--- config.mk ---
export PLATFORM = sky130hd
export DESIGN_NAME = inv_array_sched
export DESIGN_NICKNAME = d
export VERILOG_FILES = /design/src/rtl/inv_array_sched.sv
export SDC_FILE = /design/constraint.sdc
export NUM_CORES = 1
export LEC_CHECK = 0
export ABC_AREA = 1
export CAP_MARGIN = 10
export CORE_MARGIN = 5
export CORE_UTILIZATION = 56
export CTS_CLUSTER_DIAMETER = 80
export DETAILED_ROUTE_END_ITERATION = 16
export PLACE_DENSITY = 0.89
export SETUP_SLACK_MARGIN = 0.15
export SLEW_MARGIN = 20
export SYNTH_ARGS = -nofsm -noshare
export SYNTH_HDL_FRONTEND = slang
export SYNTH_SLANG_ARGS = --single-unit
--- constraint.sdc ---
create_clock -name clk -period 1.9 [get_ports clk]
set_input_delay 0.285 -clock clk [delete_from_list [all_inputs] [get_ports clk]]
set_output_delay 0.285 -clock clk [all_outputs]
set_load 0.05 [all_outputs]
--- src/rtl/inv_array_sched.sv ---
// inv_array_sched: ROWS x COLS array of WIDTH-bit registers.
// Two requesters write single bits into it through a round-robin arbiter.
// A scan engine streams the bitwise inverse of every entry in row-major
// order over a valid/ready handshake.
module inv_array_sched #(
  parameter int WIDTH = 8,
  parameter int ROWS  = 2,
  parameter int COLS  = 2,
  localparam int RW   = (ROWS  > 1) ? $clog2(ROWS)  : 1,
  localparam int CW   = (COLS  > 1) ? $clog2(COLS)  : 1,
  localparam int BW   = (WIDTH > 1) ? $clog2(WIDTH) : 1
) (
  input  logic             clk,
  input  logic             rst,
  input  logic             a_valid,
  output logic             a_ready,
  input  logic [RW-1:0]    a_row,
  input  logic [CW-1:0]    a_col,
  input  logic [BW-1:0]    a_bit,
  input  logic             a_val,
  input  logic             b_valid,
  output logic             b_ready,
  input  logic [RW-1:0]    b_row,
  input  logic [CW-1:0]    b_col,
  input  logic [BW-1:0]    b_bit,
  input  logic             b_val,
  input  logic             start,
  output logic [WIDTH-1:0] out_data,
  output logic             out_valid,
  input  logic             out_ready,
  output logic             busy,
  output logic             done
);

  typedef enum logic [1:0] {S_IDLE, S_SCAN, S_DONE} state_t;

  state_t           r_state;
  logic [WIDTH-1:0] r_arr [ROWS][COLS];
  logic             r_ptr;              // 0: A has priority, 1: B has priority
  logic [RW-1:0]    r_row;
  logic [CW-1:0]    r_col;
  logic [WIDTH-1:0] r_out_data;
  logic             r_out_valid;
  logic             r_done;
  logic             r_busy;

  logic             w_wr_open;
  logic             w_a_grant;
  logic             w_b_grant;
  logic             w_wr_en;
  logic [RW-1:0]    w_wr_row;
  logic [CW-1:0]    w_wr_col;
  logic [BW-1:0]    w_wr_bit;
  logic             w_wr_val;
  logic             w_col_wrap;
  logic             w_last;
  logic [RW-1:0]    w_next_row;
  logic [CW-1:0]    w_next_col;
  logic             w_hs;

  // Writes are only open in IDLE and never in the cycle a scan is requested,
  // so the array cannot change underneath a scan.
  assign w_wr_open = (r_state == S_IDLE) && !start;
  assign w_a_grant = w_wr_open && a_valid && (!b_valid || !r_ptr);
  assign w_b_grant = w_wr_open && b_valid && (!a_valid ||  r_ptr);
  assign a_ready   = w_a_grant;
  assign b_ready   = w_b_grant;

  assign w_wr_en  = w_a_grant || w_b_grant;
  assign w_wr_row = w_a_grant ? a_row : b_row;
  assign w_wr_col = w_a_grant ? a_col : b_col;
  assign w_wr_bit = w_a_grant ? a_bit : b_bit;
  assign w_wr_val = w_a_grant ? a_val : b_val;

  // Row-major successor of the current scan position.
  assign w_col_wrap = (r_col == CW'(COLS - 1));
  assign w_last     = w_col_wrap && (r_row == RW'(ROWS - 1));
  assign w_next_col = w_col_wrap ? '0 : r_col + CW'(1);
  assign w_next_row = w_col_wrap ? r_row + RW'(1) : r_row;
  assign w_hs       = r_out_valid && out_ready;

  assign out_data  = r_out_data;
  assign out_valid = r_out_valid;
  assign busy      = r_busy;
  assign done      = r_done;

  // Array storage: clear on reset, otherwise update the single granted bit.
  always_ff @(posedge clk) begin
    if (rst) begin
      for (int r = 0; r < ROWS; r++) begin
        for (int c = 0; c < COLS; c++) begin
          r_arr[r][c] <= '0;
        end
      end
    end else if (w_wr_en) begin
      r_arr[w_wr_row][w_wr_col][w_wr_bit] <= w_wr_val;
    end
  end

  // Round-robin pointer: hand priority to the other requester after any grant.
  always_ff @(posedge clk) begin
    if (rst) begin
      r_ptr <= 1'b0;
    end else if (w_a_grant) begin
      r_ptr <= 1'b1;
    end else if (w_b_grant) begin
      r_ptr <= 1'b0;
    end
  end

  // Scan FSM with registered outputs; first entry is loaded on the start edge.
  always_ff @(posedge clk) begin
    if (rst) begin
      r_state     <= S_IDLE;
      r_row       <= '0;
      r_col       <= '0;
      r_out_data  <= '1;
      r_out_valid <= 1'b0;
      r_done      <= 1'b0;
      r_busy      <= 1'b0;
    end else begin
      case (r_state)
        S_IDLE: begin
          if (start) begin
            r_state     <= S_SCAN;
            r_row       <= '0;
            r_col       <= '0;
            r_out_data  <= ~r_arr[0][0];
            r_out_valid <= 1'b1;
            r_busy      <= 1'b1;
          end
        end
        S_SCAN: begin
          if (w_hs) begin
            if (w_last) begin
              r_state     <= S_DONE;
              r_out_valid <= 1'b0;
              r_done      <= 1'b1;
            end else begin
              r_row      <= w_next_row;
              r_col      <= w_next_col;
              r_out_data <= ~r_arr[w_next_row][w_next_col];
            end
          end
        end
        S_DONE: begin
          r_state <= S_IDLE;
          r_done  <= 1'b0;
          r_busy  <= 1'b0;
        end
        default: begin
          r_state     <= S_IDLE;
          r_out_valid <= 1'b0;
          r_done      <= 1'b0;
          r_busy      <= 1'b0;
        end
      endcase
    end
  end

endmodule

# Word-level counts from Yosys, hierarchy flattened
# Memories as Yosys holds them, arrays and structs flattened.
# Index checks and enable logic that the tools add are counted.
# totals
memories	1
wordCells	100
rom_bits	0
ramBits	32
latchBits	0
reg_bits	16
# memory_table
name	words	width	rd	rd_clocked_by_memory_dff	wr	line_no	source
r_arr	2	16	2	0	2	38	logic [WIDTH-1:0] r_arr [ROWS][COLS];
# classes
mul	0
magnitude_cmp	5
n_eq_ne	6
div_mod_pow	0
shifts	0
n_reduce_logical	25
muxes	46
n_addsub	2
bitwise	7
# ops
op	count
8-bit 2-to-1 mux	7
16-bit 2-to-1 mux	3
1-bit 2-to-1 mux	23
8-bit NOT	2
8-bit one-hot mux with 2 select lines	1
16-bit OR reduction	1
1-bit logical AND	9
8-bit demux with 1-bit select	1
2-bit inequality test, second input constant	4
1-bit one-hot mux with 2 select lines	4
4-bit AND reduction	2
2-bit 2-to-1 mux	3
3-bit AND reduction	2
2-bit greater-or-equal comparator, second input constant	2
1-bit zero test	4
3-bit by 4-bit < comparator with 1-bit output, second input constant	1
1-bit NOT with 2-bit output	2
2-bit one-hot mux with 2 select lines	1
2-bit nonzero test	2
1-bit demux with 3-bit select	1
3-bit by 1-bit greater-or-equal comparator with 1-bit output, second input constant	1
1-bit logical OR	3
3-bit 2-to-1 mux	1
1-bit NOT	3
7 further kinds	8

# Longest topological paths before layout
# depth
word_depth	14
mapped_depth	9

# Worst setup path after synthesis
# OpenSTA, ideal clock, no wires.
# synth_timing
path_kind	register to register
startpoint	register r_state[1]
endpoint	memory r_arr[1][1] (netlist name), enable pin
synth_period_minus_slack_ps	2040
required_ps	1596
setup_slack_ps	-140
setup_time_ps	304
arrival_time_ps	1736
stages_incl_launch_ff	9
path_buffers	1
cell_sequence	dfxtp_1 > nor2_4 > nand2_4 > nor2_2 > nor2_4 > nor2_4 > buf_4 > nand2_1 > a21oi_1
# synth_rtl
element	line_no	source
start: declaration	37	state_t r_state;
start signal: assignment	114	r_state <= S_IDLE;
start signal: assignment	125	r_state <= S_SCAN;
start signal: assignment	136	r_state <= S_DONE;
end: declaration	38	

==> out/metrics.cfg <==
[status]
outcome=complete, no violations

[layout]
syn_to_final_growth_pct=37.69
post-route-cell-area_mm2=0.003661
num-nets-final=401
drive_gt1_frac=0.2742
multiInputGateArea_mm2=0.001433
antenna_cells=0
layout_commonest_cell=nand2_1
mostFrequentLayoutCells=nand2_1, a21oi_1, edfxtp_1
regArea_mm2=0.001287
instances_no_fill=437
fill_cells=286

[synthesis]
syn_area_per_cell_um2=8.131
synthCells=327
syn_area_mm2=0.002659
synth.net_count=346
ys_async_sr_fraction=0
yosysSeqAreaShare=0.4819
yosysWarnings=0
synth_ff_type=edfxtp_1
synth_edf_count=32
ys_ff_latch=48
ys_types=31

[cts]
ctsHoldBuffers=0
worst_skew_pair.late_latency_ns=0.31
cts.sinks=48
tritoncts=built
cts.clk_slew.worst_paths_ns=0.09
cts.htree.levels=2
clockBufferDepth=2
cts_buffers=5
cts-root-buf=clkbuf_8

[timing]
max_freq_mhz=533.2
tightest_slew_ns=0.5123
slew_headroom=0.6579
setup_violations=0
post-route-min-period_ns=1.876
worst_clock_skew_ns=0.006195
rsz0062_at_grt=true
drv_slew=0
whs_ns=0.4611
fin_crit_sh=0.9871
report.final.hold_viol_count=0

[critical_path]
critPathKind=register to register
cp.required_ns=1.91
crit_path_end_kind=register
cp.arrival_ns=1.88
crit_start=r_state[0]
r2r_start=r_state[0]
crit_chain=nor2_4 -> nand2_4 -> nor2_8 -> buf_4 -> o21ai_4 -> nor2_4 -> buf_6 -> nand2_1 -> a21oi_1
cp_num_buf_inv=2
crit_fanout=7
cpMostUsedCell=nor2_4
startpoint_type=register
critical-path-top-delay-family=simple AND/OR/NAND/NOR gates
cp_slowest_cell=dfxtp_4
slowest_delay_ns=0.37

[routing]
drtPass1Iterations=6
drt_iter0_markers=276
drc=0
ant_nets=0
routed_wl_mm=7.686
vias_per_cell=6.080
wl_per_cell_um=17.59
vias=2657

[floorplanning]
die_x_um=78.91
dieArea_mm2=0.006226
die_h_um=78.91
initial_utilization=0.5705
num_rows=25
ios=31
core_mm2=0.004661

[worst_hold_path]
min_from=out_data[1]
hold_class=register to register

[global_route]
antenna_found_initial=0
overflow=0
grt_first_pass_wirelength_mm=11.17
grt.total_usage=0.2277
grt_pass1_vias=2460
grt_max_degree=35

[power]
power.share.combinational=0.299
max-vdd-ir-drop_uv=401.4
leakage_nw=1.493
intPower_mw=1.890
power_frac_seq=0.432
p_sw_mw=0.9314
sw_frac_of_total=0.3301
power_density_mw_per_mm2=770.7
clkPwrFrac=0.268

[placement]
io_buffer_count=30
hpwl_mm=4.547
post-place-cells=421
place_congestion=0.9022
placed_area_mm2=0.003214

[run]
drv_cap=0

what timing repair did:
action	in CTS	in global routing
cloned	0	0
endpoints found under the setup margin	62	81
pin swaps	6	21
gates resized for setup	21	65
buffers inserted	6	2
worst paths after layout:
kind	end	slack (ns)	cells past startpoint
setup / recovery	r_arr[1][2]	0.02	9
hold / removal	out_data[1]	0.46	2
setup reg to reg	r_arr[1][2]	0.02	9
hold reg to reg	out_data[1]	0.46	2
power by group through the flow:
| stage | Combinational, mW | Clock (mW) | Sequential [mW] |
|---|---|---|---|
| after floorplan | 0.337 | 0 | 1.35 |
| final | 0.845 | 0.757 | 1.22 |
| after global routing | 0.895 | 0.799 | 1.23 |
| after global placement | 0.684 | 0 | 1.24 |
| after detailed placement | 0.701 | 0 | 1.24 |
| after CTS | 0.738 | 0.750 | 1.22 |
flip-flops by register name, summed over array words and instances (netlist names):
register / cells
r_col: 1
out_valid: 1
r_arr: 32
busy: 1
r_state: 2
out_data: 8
r_row: 1
done: 1
r_ptr: 1
cell type report:
class                   count  area share
multi-input cells         242      0.3913
flip-flops and latches     48      0.3517
repair buffers             66      0.1880
inverters                  19     0.02119
clock buffers               6     0.01982
well taps                  54     0.01846
clock inverters             2    0.009569
logic make-up after synthesis:
group / after synthesis / synth area share
buf+inv: 37 / 0.06400
compound gates: 65 / 0.1459
simple gates: 176 / 0.3035
flops: 48 / 0.4819
fa+ha+maj: 1 / 0.004705
Yosys cell counts, drive strengths merged (2+ instances only):
master	n	area [um2]
inv	17	63.81
edfxtp	32	960.9
nand2	97	381.6
o21bai	4	30.03
o21ai	15	86.33
buf	8	56.30
nand3	12	60.06
a21oi	37	185.2
nand4	17	106.4
a32o	8	80.08
clkinv	2	7.510
nor2	47	241.5
dfxtp	16	320.3
clkbuf	10	42.54
metrics by stage:
step	total power, mW	utilization	worst slack (ns)	setup TNS [ns]
after global placement	1.923	0.6897	-0.2818	-14.40
final	2.822	0.7855	0.02443	0
after floorplan	1.687	-	0.1287	0
after global routing	2.921	0.7855	-0.03318	-0.1157
after detailed placement	1.943	0.6897	-0.3295	-16.88
after CTS	2.706	0.7329	0.1090	0
routing by layer:
metal	wire (um)	part of all wire	vias up	track usage
met3	634	0.082	36	0.05215
met2	3813	0.50	146	0.3973
li1	-	-	1226	-
met1	2992	0.39	1249	0.2670
met4	246	0.032	0	0.1014
met5	0	0	-	0
worst min-delay path, stage by stage (launching register included):
cell,delay [ns]
dfxtp_1,0.33
a21oi_1,0.06
nand2_1,0.05
No activity file was read; power rests on OpenSTA's default activity.
